===== src/rtl/mul_arb_pkg.sv =====
// ============================================================================
// mul_arb_pkg : shared constants and response record for mul_share_arbiter
// Revision    : 1.0
// ============================================================================
`default_nettype none

package mul_arb_pkg;

  localparam int OPW      = 4;
  localparam int PW       = 8;
  localparam int ID_MAX_W = 3;

  typedef struct packed {
    logic [PW-1:0]       p;
    logic [ID_MAX_W-1:0] id;
  } mul_rsp_t;

endpackage

`default_nettype wire


===== src/rtl/mul_rr_picker.sv =====
// ============================================================================
// mul_rr_picker : combinational round-robin pick, first request at or above
//                 ptr, wrapping. Revision 1.0
// ============================================================================
`default_nettype none

module mul_rr_picker #(
  parameter  int N    = 4,
  localparam int ID_W = $clog2(N)
) (
  input  logic [N-1:0]    req,
  input  logic [ID_W-1:0] ptr,
  output logic [ID_W-1:0] grant,
  output logic            any_req
);

  logic [N-1:0]   w_mask;
  logic [2*N-1:0] w_dbl;
  logic [ID_W:0]  w_idx;
  logic           w_found;

  // Lower half holds only requests at/above ptr; upper half supplies the wrap.
  always_comb begin
    w_mask  = '0;
    w_found = 1'b0;
    w_idx   = '0;
    for (int i = 0; i < N; i++) begin
      w_mask[i] = (i >= int'(ptr));
    end
    w_dbl = {req, req & w_mask};
    for (int i = 0; i < 2*N; i++) begin
      if (!w_found && w_dbl[i]) begin
        w_found = 1'b1;
        w_idx   = (ID_W+1)'(i);
      end
    end
  end

  assign grant   = (w_idx >= (ID_W+1)'(N)) ? ID_W'(w_idx - (ID_W+1)'(N))
                                           : ID_W'(w_idx);
  assign any_req = |req;

endmodule

`default_nettype wire


===== src/rtl/multiplier_4bit.sv =====
// ============================================================================
// multiplier_4bit : unsigned 4x4 combinational multiplier, exact 8-bit product
// Revision        : 1.0
// ============================================================================
`default_nettype none

module multiplier_4bit (
  input  logic [3:0] a,
  input  logic [3:0] b,
  output logic [7:0] p
);

  assign p = {4'b0000, a} * {4'b0000, b};

endmodule

`default_nettype wire


===== src/rtl/mul_share_arbiter.sv =====
// ============================================================================
// mul_share_arbiter : round-robin sharing of one 4x4 multiplier among NUM_REQ
//                     requesters, single registered tagged response channel
// Revision          : 1.0
// ============================================================================
`default_nettype none

module mul_share_arbiter
  import mul_arb_pkg::*;
#(
  parameter  int NUM_REQ = 4,
  parameter  int CNT_W   = 16,
  localparam int ID_W    = $clog2(NUM_REQ)
) (
  input  logic                   clk,
  input  logic                   rst_n,
  input  logic [NUM_REQ-1:0]     req_valid,
  input  logic [NUM_REQ*OPW-1:0] req_a,
  input  logic [NUM_REQ*OPW-1:0] req_b,
  output logic [NUM_REQ-1:0]     req_ready,
  output logic                   rsp_valid,
  input  logic                   rsp_ready,
  output logic [PW-1:0]          rsp_p,
  output logic [ID_W-1:0]        rsp_id,
  output logic [CNT_W-1:0]       op_count
);

  generate
    if (NUM_REQ < 2 || NUM_REQ > 8) begin : g_bad_num_req
      $error("mul_share_arbiter: NUM_REQ must be in 2..8");
    end
  endgenerate

  mul_rsp_t         r_rsp;
  logic             r_rsp_valid;
  logic [ID_W-1:0]  r_ptr;
  logic [CNT_W-1:0] r_cnt;

  logic [ID_W-1:0]  w_grant;
  logic             w_any;
  logic             w_can_accept;
  logic             w_accept;
  logic [OPW-1:0]   w_a;
  logic [OPW-1:0]   w_b;
  logic [PW-1:0]    w_prod;
  logic [ID_W-1:0]  w_ptr_next;

  mul_rr_picker #(
    .N (NUM_REQ)
  ) u_picker (
    .req     (req_valid),
    .ptr     (r_ptr),
    .grant   (w_grant),
    .any_req (w_any)
  );

  // Gated by rst_n so nothing is handshaken while the block is held in reset.
  assign w_can_accept = rst_n && (!r_rsp_valid || rsp_ready);
  assign w_accept     = w_can_accept && w_any;

  always_comb begin
    req_ready = '0;
    if (w_accept) begin
      req_ready[w_grant] = 1'b1;
    end
  end

  always_comb begin
    w_a = '0;
    w_b = '0;
    for (int i = 0; i < NUM_REQ; i++) begin
      if (w_grant == ID_W'(i)) begin
        w_a = req_a[i*OPW +: OPW];
        w_b = req_b[i*OPW +: OPW];
      end
    end
  end

  multiplier_4bit u_mul (
    .a (w_a),
    .b (w_b),
    .p (w_prod)
  );

  assign w_ptr_next = (w_grant == ID_W'(NUM_REQ-1)) ? '0 : w_grant + 1'b1;

  always_ff @(posedge clk or negedge rst_n) begin
    if (!rst_n) begin
      r_rsp       <= '0;
      r_rsp_valid <= 1'b0;
      r_ptr       <= '0;
      r_cnt       <= '0;
    end else if (w_accept) begin
      r_rsp.p     <= w_prod;
      r_rsp.id    <= ID_MAX_W'(w_grant);
      r_rsp_valid <= 1'b1;
      r_ptr       <= w_ptr_next;
      if (r_cnt != '1) begin
        r_cnt <= r_cnt + 1'b1;
      end
    end else if (rsp_ready) begin
      r_rsp_valid <= 1'b0;
    end
  end

  assign rsp_valid = r_rsp_valid;
  assign rsp_p     = r_rsp.p;
  assign rsp_id    = r_rsp.id[ID_W-1:0];
  assign op_count  = r_cnt;

endmodule

`default_nettype wire


===== config.mk =====
export PLATFORM = sky130hd
export DESIGN_NAME = mul_share_arbiter
export DESIGN_NICKNAME = d
export VERILOG_FILES = /design/src/rtl/mul_arb_pkg.sv /design/src/rtl/mul_rr_picker.sv /design/src/rtl/multiplier_4bit.sv /design/src/rtl/mul_share_arbiter.sv
export SDC_FILE = /design/constraint.sdc
export NUM_CORES = 1
export LEC_CHECK = 0
export CORE_UTILIZATION = 44
export DETAILED_ROUTE_END_ITERATION = 12
export GPL_ROUTABILITY_DRIVEN = 0
export PLACE_DENSITY = 0.84
export SLEW_MARGIN = 20
export SYNTH_ARGS = -nofsm -noshare
export SYNTH_HDL_FRONTEND = slang
export SYNTH_SLANG_ARGS = --single-unit
export TNS_END_PERCENT = 1

===== constraint.sdc =====
create_clock -name clk -period 13.13 [get_ports clk]
set_input_delay 1.313 -clock clk [delete_from_list [all_inputs] [get_ports clk]]
set_output_delay 1.313 -clock clk [all_outputs]
set_load 0.02 [all_outputs]

Word level (Yosys, flattened, before mapping)
Index checks and enable logic that the tools add are counted.
{ "word_totals": {"regBits": 29, "output_inout_bits": 31, "word_cells": 72} }
{ "classes": {"add_sub_neg": 3, "n_mul": 1, "order_cmp": 6, "n_eq_ne": 4, "n_mux": 29, "bitwise_logic": 1, "reduce_logical": 23} }
{ "op_table": {"columns": ["operator", "n"], "rows": [
  ["4-bit 2-to-1 mux", 9],
  ["16-bit by 1-bit adder with 16-bit output, second input constant", 1],
  ["16-bit != test, second input constant", 1],
  ["3-bit 2-to-1 mux", 4],
  ["1-bit 2-to-1 mux", 11],
  ["1-bit logical AND", 10],
  ["1-bit zero test", 8],
  ["4-bit by 4-bit multiplier with 8-bit output", 1],
  ["2-bit 2-to-1 mux", 4],
  ["4-bit AND", 1],
  ["2-bit equality test, second input constant", 2],
  ["1-bit by 2-bit greater-or-equal comparator with 1-bit output, first input constant", 2],
  ["4-bit OR reduction", 1],
  ["3-bit greater-or-equal comparator, second input constant", 1],
  ["2-bit by 3-bit < comparator with 1-bit output, second input constant", 1],
  ["2-bit by 1-bit adder with 2-bit output, second input constant", 1],
  ["1-bit demux with 2-bit select", 1],
  ["2-bit by 1-bit equality test with 1-bit output, second input constant", 1],
  ["2-bit by 1-bit greater-or-equal comparator with 1-bit output, second input constant", 1],
  ["2-bit greater-or-equal comparator, first input constant", 1],
  ["2-bit zero test", 1],
  ["2-bit AND reduction", 1],
  ["2-bit nonzero test", 1],
  ["2-bit by 1-bit subtractor with 2-bit output, second input constant", 1],
  ["1-bit logical OR", 1]
]} }

Logic depth before layout (Yosys ltp)
Gate-level depths: netlist (run 1).
{ "logic_depth": {"ltp_word": 32, "depth_mapped": 19, "depth_no_buf": 18} }

By module
Synthesis (run 1) repeated with hierarchy kept, for this count alone.
{ "hier_totals": {"cells_unflattened": 234, "area_unflattened_um2": 2190.9} }
{ "by_module_without_submodules": {"columns": ["module", "n_inst", "cells_per_inst", "area_each_um2", "seq_area_each_um2"], "rows": [
  ["mul_share_arbiter", 1, 171, 1669.1, 725.7],
  ["multiplier_4bit", 1, 51, 447.9, 0.0],
  ["mul_rr_picker", 1, 12, 73.8, 0.0]
]} }

Least setup slack after synthesis (run 1)
OpenSTA, ideal clock, no wires.
{ "synth_timing": {"path_type": "input-to-reg", "startpoint": "in req_valid[1]", "endpoint": "reg r_rsp (netlist bit rsp_p[7])", "setup_time_ns": 0.069, "t_arrival_ns": 5.258, "t_required_ns": 13.061, "path_slack_ns": 7.804, "stages": 17, "path_buffers": 1, "cell_sequence": "a21boi_0 -> a221o_1 -> inv_1 -> ha_1 -> clkbuf_1 -> nand2_1 -> a311oi_1 -> a21oi_1 -> or2_2 -> fa_1 -> inv_1 -> fa_1 -> ha_1 -> a21o_1 -> a31o_2 -> a2111o_1 -> nand3_1"} }
{ "synth_via": {"elab_chain_len": 29, "word_cells_on_any_way": 45, "classes_between": "add/sub (1); mul (1); order compare (1); eq/ne (3); mux (22); bitwise (1); reduce/logical (16)"} }
{ "synth_rtl": {"columns": ["element", "line_no", "source"], "rows": [
  ["from (decl)", "mul_share_arbiter.sv:17", "input logic [NUM_REQ-1:0] req_valid,"],
  ["4-bit AND", "mul_rr_picker.sv:30", "w_dbl = {req, req & w_mask};"],
  ["1-bit logical AND", "mul_rr_picker.sv:32", "if (!w_found && w_dbl[i]) begin"],
  ["1-bit 2-to-1 mux", "mul_rr_picker.sv:32", null],
  ["1-bit zero test", "mul_rr_picker.sv:32", null],
  ["1-bit logical AND", "mul_rr_picker.sv:32", null],
  ["1-bit 2-to-1 mux", "mul_rr_picker.sv:32", null],
  ["1-bit zero test", "mul_rr_picker.sv:32", null],
  ["1-bit logical AND", "mul_rr_picker.sv:32", null],
  ["[... 11 more ...]", null, null],
  ["1-bit logical AND", "mul_rr_picker.sv:32", null],
  ["3-bit 2-to-1 mux (*)", "mul_rr_picker.sv:32", null],
  ["3-bit greater-or-equal comparator / 2-bit by 1-bit subtractor with 2-bit output (equally long branches)", "mul_rr_picker.sv:39", "assign grant = (w_idx >= (ID_W+1)'(N)) ? ID_W'(w_idx - (ID_W+1)'(N))"],
  ["2-bit 2-to-1 mux (*)", "mul_rr_picker.sv:39", null],
  ["named net u_picker.grant[0]", "mul_rr_picker.sv:13", "output logic [ID_W-1:0] grant,"],
  ["2-bit zero test", "mul_share_arbiter.sv:72", "if (w_grant == ID_W'(i)) begin"],
  ["4-bit 2-to-1 mux (4 in a row)", "mul_share_arbiter.sv:72", null],
  ["4-bit by 4-bit multiplier with 8-bit output (*)", "multiplier_4bit.sv:13", "assign p = {4'b0000, a} * {4'b0000, b};"],
  ["to (decl)", "mul_share_arbiter.sv:34", "mul_rsp_t r_rsp;"]
]} }
Mark *: on every way through the listed nets, which the timed path passes. The rest lies on a longest branch.
A chain may end at the register's enable or synchronous reset.

Worst setup path after layout (run 1)
{ "layout_timing": {"startpoint": "in req_valid[3]", "endpoint": "reg r_rsp (netlist bit rsp_p[7])"} }
{ "layout_via": {"elab_chain_len": 23, "word_cells_on_any_way": 37, "classes_between": "add/sub (1); mul (1); order compare (1); eq/ne (3); mux (18); bitwise (1); reduce/logical (12)"} }
{ "layout_rtl": {"columns": ["element", "line_no"], "rows": [
  ["4-bit AND", "mul_rr_picker.sv:30"],
  ["1-bit logical AND", "mul_rr_picker.sv:32"],
  ["1-bit 2-to-1 mux", "mul_rr_picker.sv:32"],
  ["1-bit zero test", "mul_rr_picker.sv:32"],
  ["1-bit logical AND", "mul_rr_picker.sv:32"],
  ["1-bit 2-to-1 mux", "mul_rr_picker.sv:32"],
  ["1-bit zero test", "mul_rr_picker.sv:32"],
  ["1-bit logical AND", "mul_rr_picker.sv:32"],
  ["[... 5 more ...]", null],
  ["1-bit logical AND", "mul_rr_picker.sv:32"],
  ["3-bit 2-to-1 mux (*)", "mul_rr_picker.sv:32"],
  ["3-bit greater-or-equal comparator / 2-bit by 1-bit subtractor with 2-bit output (equally long branches)", "mul_rr_picker.sv:39"],
  ["2-bit 2-to-1 mux (*)", "mul_rr_picker.sv:39"],
  ["named net u_picker.grant[1]", "mul_rr_picker.sv:13"],
  ["2-bit zero test", "mul_share_arbiter.sv:72"],
  ["4-bit 2-to-1 mux (4 in a row)", "mul_share_arbiter.sv:72"],
  ["4-bit by 4-bit multiplier with 8-bit output (*)", "multiplier_4bit.sv:13"]
]} }
Marks and branches as above.

==> results of run 1 <==
[per-stage QoR]
| stage | cells | instance area [um^2] |
|---|---|---|
| CTS | 374 | 2980 |
| floorplan | 239 | 2170 |
| detailed placement | 366 | 2900 |
| global placement | 366 | 2900 |
| global route | 374 | 2980 |
| finish | 374 | 2980 |
[how the worst max path moves through the flow]
stage,start,end
after floorplan,req_valid[1],rsp_p[7]
after global placement,req_valid[3],rsp_p[7]
after detailed placement,req_valid[3],rsp_p[7]
after CTS,req_valid[3],rsp_p[7]
after global routing,req_valid[3],rsp_p[6]
final,req_valid[3],rsp_p[7]
[layout make-up]
type | instances | area share (%)
clock buffers | 8 | 2.68
inverters | 16 | 2.01
multi-input cells | 184 | 44.8
flip-flops and latches | 29 | 24.3
well taps | 67 | 2.81
repair buffers | 70 | 23.4
[placed cells by master, fill, tap and decap left out, types with 2 or more instances in the layout]
cell type / Yosys / layout
a21boi_0: 2 / 2
a21o_1: 2 / 2
a21oi_1: 14 / 14
a22oi_1: 2 / 2
a311oi_1: 6 / 6
and2_1: 5 / 5
and3_1: 4 / 4
and4_1: 2 / 2
clkbuf_1: 5 / 3
clkbuf_8: 0 / 5
clkdlybuf4s50_1: 0 / 69
dfrtp_1: 29 / 29
fa_1: 4 / 4
ha_1: 17 / 17
inv_1: 16 / 16
mux2_2: 2 / 2
nand2_1: 28 / 28
nand3_1: 7 / 7
nand3b_1: 6 / 6
nand4_1: 3 / 3
nor2_1: 14 / 14
nor2b_1: 8 / 8
nor4_1: 2 / 2
nor4b_2: 2 / 2
o2111ai_1: 3 / 3
o211ai_1: 4 / 4
o21ai_0: 7 / 7
o21ai_1: 2 / 2
o31ai_1: 3 / 3
or2_2: 7 / 7
xnor2_1: 12 / 12
xor2_1: 3 / 3
[routing by layer]
layer / vias to the layer above / routed length, um / GRT usage, %
li1: 976 / - / -
met1: 914 / 2320 / 26.8
met2: 69 / 2440 / 35.8
met3: 7 / 390 / 5.14
met4: 0 / 93 / 8.71
met5: - / 0 / 0
[state kept, by name, indices dropped and copies added, names as in the netlist]
| signal | cells |
|---|---|
| rsp_p | 8 |
| r_ptr | 2 |
| rsp_id | 2 |
| rsp_valid | 1 |
| op_count | 16 |
[cells by family (layout without fill, tap and decap cells)]
logic type	after synthesis	count (layout)	share of synthesized area, %
AOI/OAI and AO/OA	53	53	17.6
xor gates and xnor gates	15	15	6.05
adders and majority gates	21	21	13.5
buffers and inverters	26	94	5.18
DFF	29	29	33.4
muxes	3	3	1.50
and+or+nand+nor	92	92	22.8
[power breakdown]
group	leakage, nW	internal [mW]	switching, mW
combinational	0.862	0.145	0.174
sequential	0.373	0.114	0.0217
clock	0.0395	0.0375	0.0319
[worst max-delay path: stages]
cell and delay, ps:
clkdlybuf4s50_1 590, o21bai_1 110, a221oi_1 500, inv_1 130, ha_1 370, nand3b_1 220, a311oi_1 300, a21oi_1 140
or2_2 340, fa_1 510, inv_1 50, fa_1 500, ha_1 300, a21o_1 190, a31o_2 250, a2111o_1 390
nand3_1 60
==> summary.txt, run 1 <==
Floorplan
  – Starting density of the core: 46.0%
  – Horiz. Die Dim: ~72 um
  – Die area: approximately 0.0052 mm^2
  – Floorplan row count: 25
  – Die height: 72.3 um
  – Core Footprint: ~0.0047 mm^2
  – Number of I/O pins: 70

Logic synthesis
  – Syn Nets: 299
  – Biggest area consumer among synthesized cells: dfrtp_1
  – Yosys top cell area share: 33.4%
  – Sequential-to-total area share from yosys stat: between 30% and 40%
  – Synth top cells by count: 29 x dfrtp_1, 28 x nand2_1, 17 x ha_1
  – Mapped Area: between 0.002 and 0.0025 mm^2
  – Most common cell in the netlist: dfrtp_1
  – Syn Inst Count: ~240
  – Area contributors post-synth: dfrtp_1 33%, ha_1 9.8%, nand2_1 4.8%, xnor2_1 4.8%, fa_1 3.7%
  – Synth async-reset ratio: 100%
  – Post-synth cell types: 46
  – Seq cells post-synth: 29
  – Total number of yosys warnings: 0
  – Dominant synthesized flop cell: dfrtp_1
  – Number of synthesized flops with an enable pin: 0
  – Syn avg cell area: 9.09 um^2

Hold path
  – Hold Crit Endpoint: rsp_p[1]
  – Min-Delay Startpoint: rsp_p[1]
  – Hold crit path type: reg2reg
  – Worst hold path cell count: 2

Final layout
  – Final Util: 63.2%
  – Multi-input combinational cell area: 0.00134 mm^2
  – Fraction of layout cells with a size suffix above 1: 6.51%
  – FILL cells: roughly 390
  – Net count, final: about 370
  – Antenna diodes: 0
  – Reg area: around 730 um^2
  – Synth-to-Final Area Change: 37.2%

STA
  – Hold slack: 483 ps
  – Fin. max-slew vios: 0
  – RSZ-0062 raised after global routing: no
  – Final Hold Viols: 0
  – Period utilization: between 40% and 50%
  – Rel. slew slack: 40.5%
  – Minimum clock period: between 6000 and 7000 ps
  – Fmax: 165 MHz
  – # setup viols final: 0
  – Slew @ Worst Pin: just under 900 ps
  – Setup WS post-layout: roughly 7100 ps
  – Final Skew: between 2 and 3 ps
  – Setup TNS: 0 ps

Run
  – Max Cap Viol: 0

Clock tree
  – Resized Gates After CTS: 0
  – CTS Sinks: 29
  – Clk Latency, worst-skew pair: about 280 ps
  – Post-CTS Hold Fix Bufs: 0
  – Clk root buf: clkbuf_8
  – Worst-case clock buffer depth: 2
  – CTS tree: built
  – Reg clk slew, reported paths: ~60 ps
  – CTS Buf Count: 5
  – Post CTS Setup Buffer Count: 0
  – H-Tree Depth: 2

Critical path
  – Crit. End Element: flip-flop
  – Reg-to-Reg End: rsp_p[7]
  – Worst EP required: approximately 13000 ps
  – CP max FO: 17
  – Reg-to-Reg Start: r_ptr[0]
  – Startpoint types: input pin
  – Kind of critical path: in2reg
  – Flop-to-flop setup slack: 8170 ps
  – R2R depth: 17
  – Crit path arrival time: ~6300 ps

Route
  – Post-DRT Antenna Nets: 0
  – Drt first pass iters: 4
  – Initial drt markers: roughly 110
  – Vias per inst: ~5.3
  – # DRC: 0
  – Via count: around 2000
  – Wire per inst: approximately 14 um
  – Detailed Route WL: 5240 um

Run status
  – Status: finished clean

Global route
  – Antenna violations before repair: 0
  – Largest net degree at the start of global routing: 31
  – Vias in the first global route: about 1900
  – Total gr overflow: 0
  – First-pass GRT wire length: 8690 um
  – GRT Util Overall: about 21%

Placement
  – Pre-CTS setup slack: 6780 ps
  – IO Port Bufs: just under 70
  – HPWL Detailed: around 3900 um

Power
  – PwrDens: between 150 and 200 mW/mm^2
  – Power, Total: 0.524 mW
  – Maximum vdd drop: about 0.00012 V
  – LEAKAGE: 1.27 nW
No activity file was read; power rests on OpenSTA's default activity.
==> run 2: changes to the inputs <==
- clock period: 13.13 -> 5.7 ns (I/O delays scaled with it)
==> run 2 against run 1 <==
Effect of this change: sequential cell count stayed put; combinational power is 130% higher; die area stayed put; critical path depth stayed put; worst hold slack worse by 9.4 ps; sequential power is 130% higher; count of clock-buffer cells in the layout is 1 lower; final area is 0.21% higher; largest power group unchanged.
==> summary.txt, run 2 (synthesized netlist as in run 1, its figures left out) <==
Route
  – # DRC: 0
  – Initial drt markers: 83
  – Post-DRT Antenna Nets: 0
  – Vias per inst: around 5.3
  – Detailed Route WL: around 5200 um
  – Wire per inst: about 14 um
  – Via count: a little under 2000
  – Drt first pass iters: 4

Critical path
  – Flop-to-flop setup slack: a little over 700 ps
  – CP max FO: 17
  – Crit path arrival time: ~5600 ps
  – Reg-to-Reg Start: r_ptr[1]
  – R2R depth: 17
  – Startpoint types: input pin
  – Reg-to-Reg End: rsp_p[7]
  – Kind of critical path: in2reg
  – Worst EP required: a little under 6000 ps
  – Crit. End Element: flip-flop

STA
  – Period utilization: 93.7%
  – Final Skew: ~3.1 ps
  – Minimum clock period: about 5300 ps
  – Hold slack: 473 ps
  – RSZ-0062 raised after global routing: no
  – Final Hold Viols: 0
  – Fmax: about 190 MHz
  – Setup TNS: 0 ps
  – Rel. slew slack: approximately 41%
  – Fin. max-slew vios: 0
  – # setup viols final: 0
  – Slew @ Worst Pin: 883 ps

Global route
  – GRT Util Overall: a little over a fifth
  – Largest net degree at the start of global routing: 31
  – Antenna violations before repair: 0
  – First-pass GRT wire length: between 8000 and 9000 um
  – Total gr overflow: 0
  – Vias in the first global route: between 1500 and 2000

Floorplan
  – Die area: ~0.0052 mm^2
  – Number of I/O pins: 70
  – Floorplan row count: 25
  – Starting density of the core: between 40% and 50%
  – Horiz. Die Dim: slightly above 70 um
  – Core Footprint: about 0.0047 mm^2
  – Die height: roughly 72 um

Clock tree
  – Reg clk slew, reported paths: 60 ps
  – Clk root buf: clkbuf_8
  – Clk Latency, worst-skew pair: ~280 ps
  – CTS Sinks: 29
  – Post-CTS Hold Fix Bufs: 0
  – CTS Buf Count: 5
  – H-Tree Depth: 2
  – CTS tree: built
  – Post CTS Setup Buffer Count: 0
  – Worst-case clock buffer depth: 2
  – Resized Gates After CTS: 0

Power
  – Maximum vdd drop: roughly 0.00024 V
  – PwrDens: approximately 400 mW/mm^2
  – LEAKAGE: between 1 and 1.5 nW

Final layout
  – Most frequent cells in the layout: 69 x clkdlybuf4s50_1, 29 x dfrtp_1, 28 x nand2_1
  – FILL cells: between 300 and 400
  – Synth-to-Final Area Change: 37.5%
  – Design Area, Final: about 0.0030 mm^2
  – Net count, final: 366
  – Antenna diodes: 0
  – Fraction of layout cells with a size suffix above 1: between 6 and 7%
  – Most common cell after layout, fill and taps aside: clkdlybuf4s50_1
  – Largest register FFs: 16

Hold path
  – Hold crit path type: reg2reg
  – Hold Crit Endpoint: rsp_p[1]
  – Worst hold path cell count: 2
  – Min-Delay Startpoint: rsp_p[1]

Placement
  – IO Port Bufs: 69
  – Placed Area: just under 0.003 mm^2
  – HPWL Detailed: around 3900 um

Run
  – Max Cap Viol: 0

Run status
  – Status: finished clean
## run 2: changes by cell type in the layout (fill, tap and decap cells not counted), sizes merged
cell | previous run | this run
clkbuf | 8 | 7
## run 2: how the worst max path moves through the flow
stage | to | startpoint | slack, ps | cells past startpoint
2_1_floorplan | rsp_p[7] | req_valid[1] | 1120 | 17
3_3_place_gp | rsp_p[7] | req_valid[3] | 250 | 17
3_5_place_dp | rsp_p[7] | req_valid[3] | 50 | 17
4_1_cts | rsp_p[7] | req_valid[3] | 340 | 17
5_1_grt | rsp_p[6] | req_valid[3] | 30 | 18
6_report | rsp_p[7] | req_valid[3] | 360 | 17
## run 2: stage by stage
step	total power, mW	util [%]	setup slack (ps)	std cells
floorplan	0.800	-	1120	239
global placement	1.02	61.5	252	366
detailed placement	1.04	61.5	53.8	366
CTS	1.22	63.3	340	373
global route	1.32	63.3	31.6	373
finish	1.20	63.3	358	373
## run 2: critical path, stage by stage
cell,delay [ps]
clkdlybuf4s50_1,570
o21bai_1,100
a221oi_1,500
inv_1,130
ha_1,370
nand3b_1,220
a311oi_1,340
a21oi_1,140
or2_2,340
fa_1,500
inv_1,50
fa_1,500
ha_1,300
a21o_1,190
a31o_2,250
a2111o_1,390
nand3_1,60
## run 2: where the power goes
group,switching [mW],internal (mW)
sequential,0.0496,0.262
clock,0.0726,0.0955
combinational,0.392,0.332
## run 2: routing by layer
layer | vias up | wire, um | GRT usage, %
li1 | 977 | - | -
met1 | 918 | 2320 | 27.5
met2 | 72 | 2410 | 34.5
met3 | 11 | 402 | 5.97
met4 | 0 | 85 | 6.97
met5 | - | 0 | 0
## run 2: area by class of cell
class,count,area [um^2],share of cell area (%)
tap,67,83.8,2.80
sequential,29,726,24.3
inverter,16,60.1,2.01
timing repair buffer,70,698,23.4
clock buffer,7,86.3,2.89
multi-input combinational,184,1340,44.7
==> run 3: changes to the inputs <==
- CORE_MARGIN: not set -> 10
==> run 3 against run 2 <==
Effect of this change: final cell count increased by 1.1%; power increased by 1.3%; highest routed layer unchanged; global-route usage decreased by 6.3 points; sequential share of layout area decreased by 0.15 points; clock power decreased by 3%; fmax increased by 2.3%.
==> summary.txt, run 3 (synthesized netlist as in run 1, its figures left out) <==
Run status
  – Status: finished clean

Clock tree
  – CTS Sinks: 29
  – H-Tree Depth: 2
  – Post-CTS Hold Fix Bufs: 0
  – Worst-case clock buffer depth: 2
  – CTS tree: built
  – CTS Buf Count: 5
  – Reg clk slew, reported paths: approximately 60 ps
  – Clk Latency, worst-skew pair: roughly 280 ps
  – Post CTS Setup Buffer Count: 0
  – Resized Gates After CTS: 0
  – Clk root buf: clkbuf_8

Critical path
  – Crit. End Element: flip-flop
  – Flop-to-flop setup slack: ~900 ps
  – End of the critical path: rsp_p[7]
  – Reg-to-Reg Start: r_ptr[0]
  – Crit path arrival time: ~5400 ps
  – CP peak stage delay: 590 ps
  – Startpoint types: input pin
  – Worst path cell trace: clkdlybuf4s50_1 -> a21boi_0 -> a221o_1 -> inv_1 -> ha_1 -> buf_4 -> nand2_1 -> a311oi_1 -> a21oi_1 -> or2_2 -> fa_1 -> inv_1 -> fa_1 -> ha_1 -> a21o_1 -> a31o_2 -> a2111o_1 -> nand3_1
  – Kind of critical path: in2reg
  – Cell family with most CP delay: compound AO/OA/AOI/OAI gates
  – Crit path from: req_valid[1]
  – Critical Path Stages: 18
  – CP max FO: 13
  – Worst EP required: between 5000 and 6000 ps
  – Critical path buffers and inverters: 4
  – Slowest CP cell: clkdlybuf4s50_1
  – Reg-to-Reg End: rsp_p[7]
  – R2R depth: 18

STA
  – Rel. slew slack: around 40%
  – Fmax: between 150 and 200 MHz
  – Hold slack: ~480 ps
  – # setup viols final: 0
  – Slew @ Worst Pin: between 800 and 900 ps
  – Period utilization: between 90 and 100%
  – Final Skew: ~6 ps
  – Final Hold Viols: 0
  – Minimum clock period: roughly 5200 ps
  – RSZ-0062 raised after global routing: no
  – Setup TNS: 0 ps
  – Fin. max-slew vios: 0

Route
  – Vias per inst: about 5.3
  – Initial drt markers: between 80 and 90
  – Drt first pass iters: 4
  – Detailed Route WL: between 5000 and 6000 um
  – Via count: between 2000 and 2500
  – Post-DRT Antenna Nets: 0
  – Wire per inst: 15.7 um
  – # DRC: 0

Run
  – Max Cap Viol: 0

Final layout
  – Most common cell after layout, fill and taps aside: clkdlybuf4s50_1
  – Fraction of layout cells with a size suffix above 1: under 10%
  – Synth-to-Final Area Change: 38.4%
  – Most frequent cells in the layout: 69 x clkdlybuf4s50_1, 29 x dfrtp_1, 28 x nand2_1
  – Largest register FFs: 16
  – Antenna diodes: 0
  – Net count, final: 369
  – Finished Layout Cells: approximately 380

Floorplan
  – Starting density of the core: a little under half
  – Number of I/O pins: 70
  – Core Footprint: approximately 0.0048 mm^2
  – Floorplan row count: 25
  – Horiz. Die Dim: roughly 90 um
  – Die area: slightly above 0.008 mm^2
  – Die height: roughly 90 um

Global route
  – Vias in the first global route: 2084
  – GRT Util Overall: between 10% and 20%
  – Antenna violations before repair: 0
  – First-pass GRT wire length: 10300 um
  – Total gr overflow: 0
  – Largest net degree at the start of global routing: 31

Power
  – PwrDens: 405 mW/mm^2
  – LEAKAGE: roughly 1.3 nW
  – Maximum vdd drop: about 0.00035 V

Placement
  – HPWL Detailed: between 4000 and 5000 um
  – Placed cell count: 369
  – IO Port Bufs: between 60 and 70

Hold path
  – Hold crit path type: reg2reg
[run 3: area by class of cell]
class,count,area (um^2)
clock buffer,6,72.6
clock inverter,2,10.0
fill,416,1750
inverter,16,60.1
multi-input combinational,184,1340
sequential,29,726
tap,67,83.8
timing repair buffer,73,721
[run 3: report_power, final]
group          switching (mW)  internal, mW  leakage, nW
sequential             0.0462         0.262        0.373
clock                  0.0783        0.0843       0.0450
combinational           0.407         0.341        0.877
total                   0.531         0.687         1.29
[run 3: routing by layer]
| layer | wire (um) | up-vias | global-route usage, % |
|---|---|---|---|
| met5 | 0 | - | 0 |
| met4 | 55 | 0 | 3.18 |
| met3 | 312 | 7 | 3.99 |
| met2 | 2700 | 70 | 24.0 |
| met1 | 2840 | 950 | 19.7 |
| li1 | - | 983 | - |
[run 3: worst min-delay path: cells and delay by family, from the launching register on]
family | cells | cell delay (ps)
and+or+nand+nor | 2 | 100
DFF | 1 | 340
[run 3: worst min path at each step]
stage                        start     endpoint  slack (ps)  cells after the start
after floorplan              rst_n  op_count[0]         270                      0
after global placement    rsp_p[1]     rsp_p[1]         460                      2
after detailed placement  rsp_p[2]     rsp_p[2]         470                      2
after CTS                 rsp_p[2]     rsp_p[2]         480                      2
after global routing      rsp_p[3]     rsp_p[3]         510                      2
final                     rsp_p[2]     rsp_p[2]         480                      2
[run 3: metrics by stage]
stage | setup slack [ps] | power (mW) | instance area [um^2] | util (%)
floorplan | 1120 | 0.800 | 2170 | -
global placement | 369 | 1.04 | 2930 | 61.5
detailed placement | 212 | 1.06 | 2930 | 61.5
CTS | 498 | 1.23 | 3010 | 63.3
global route | 100 | 1.35 | 3010 | 63.3
finish | 476 | 1.22 | 3010 | 63.3
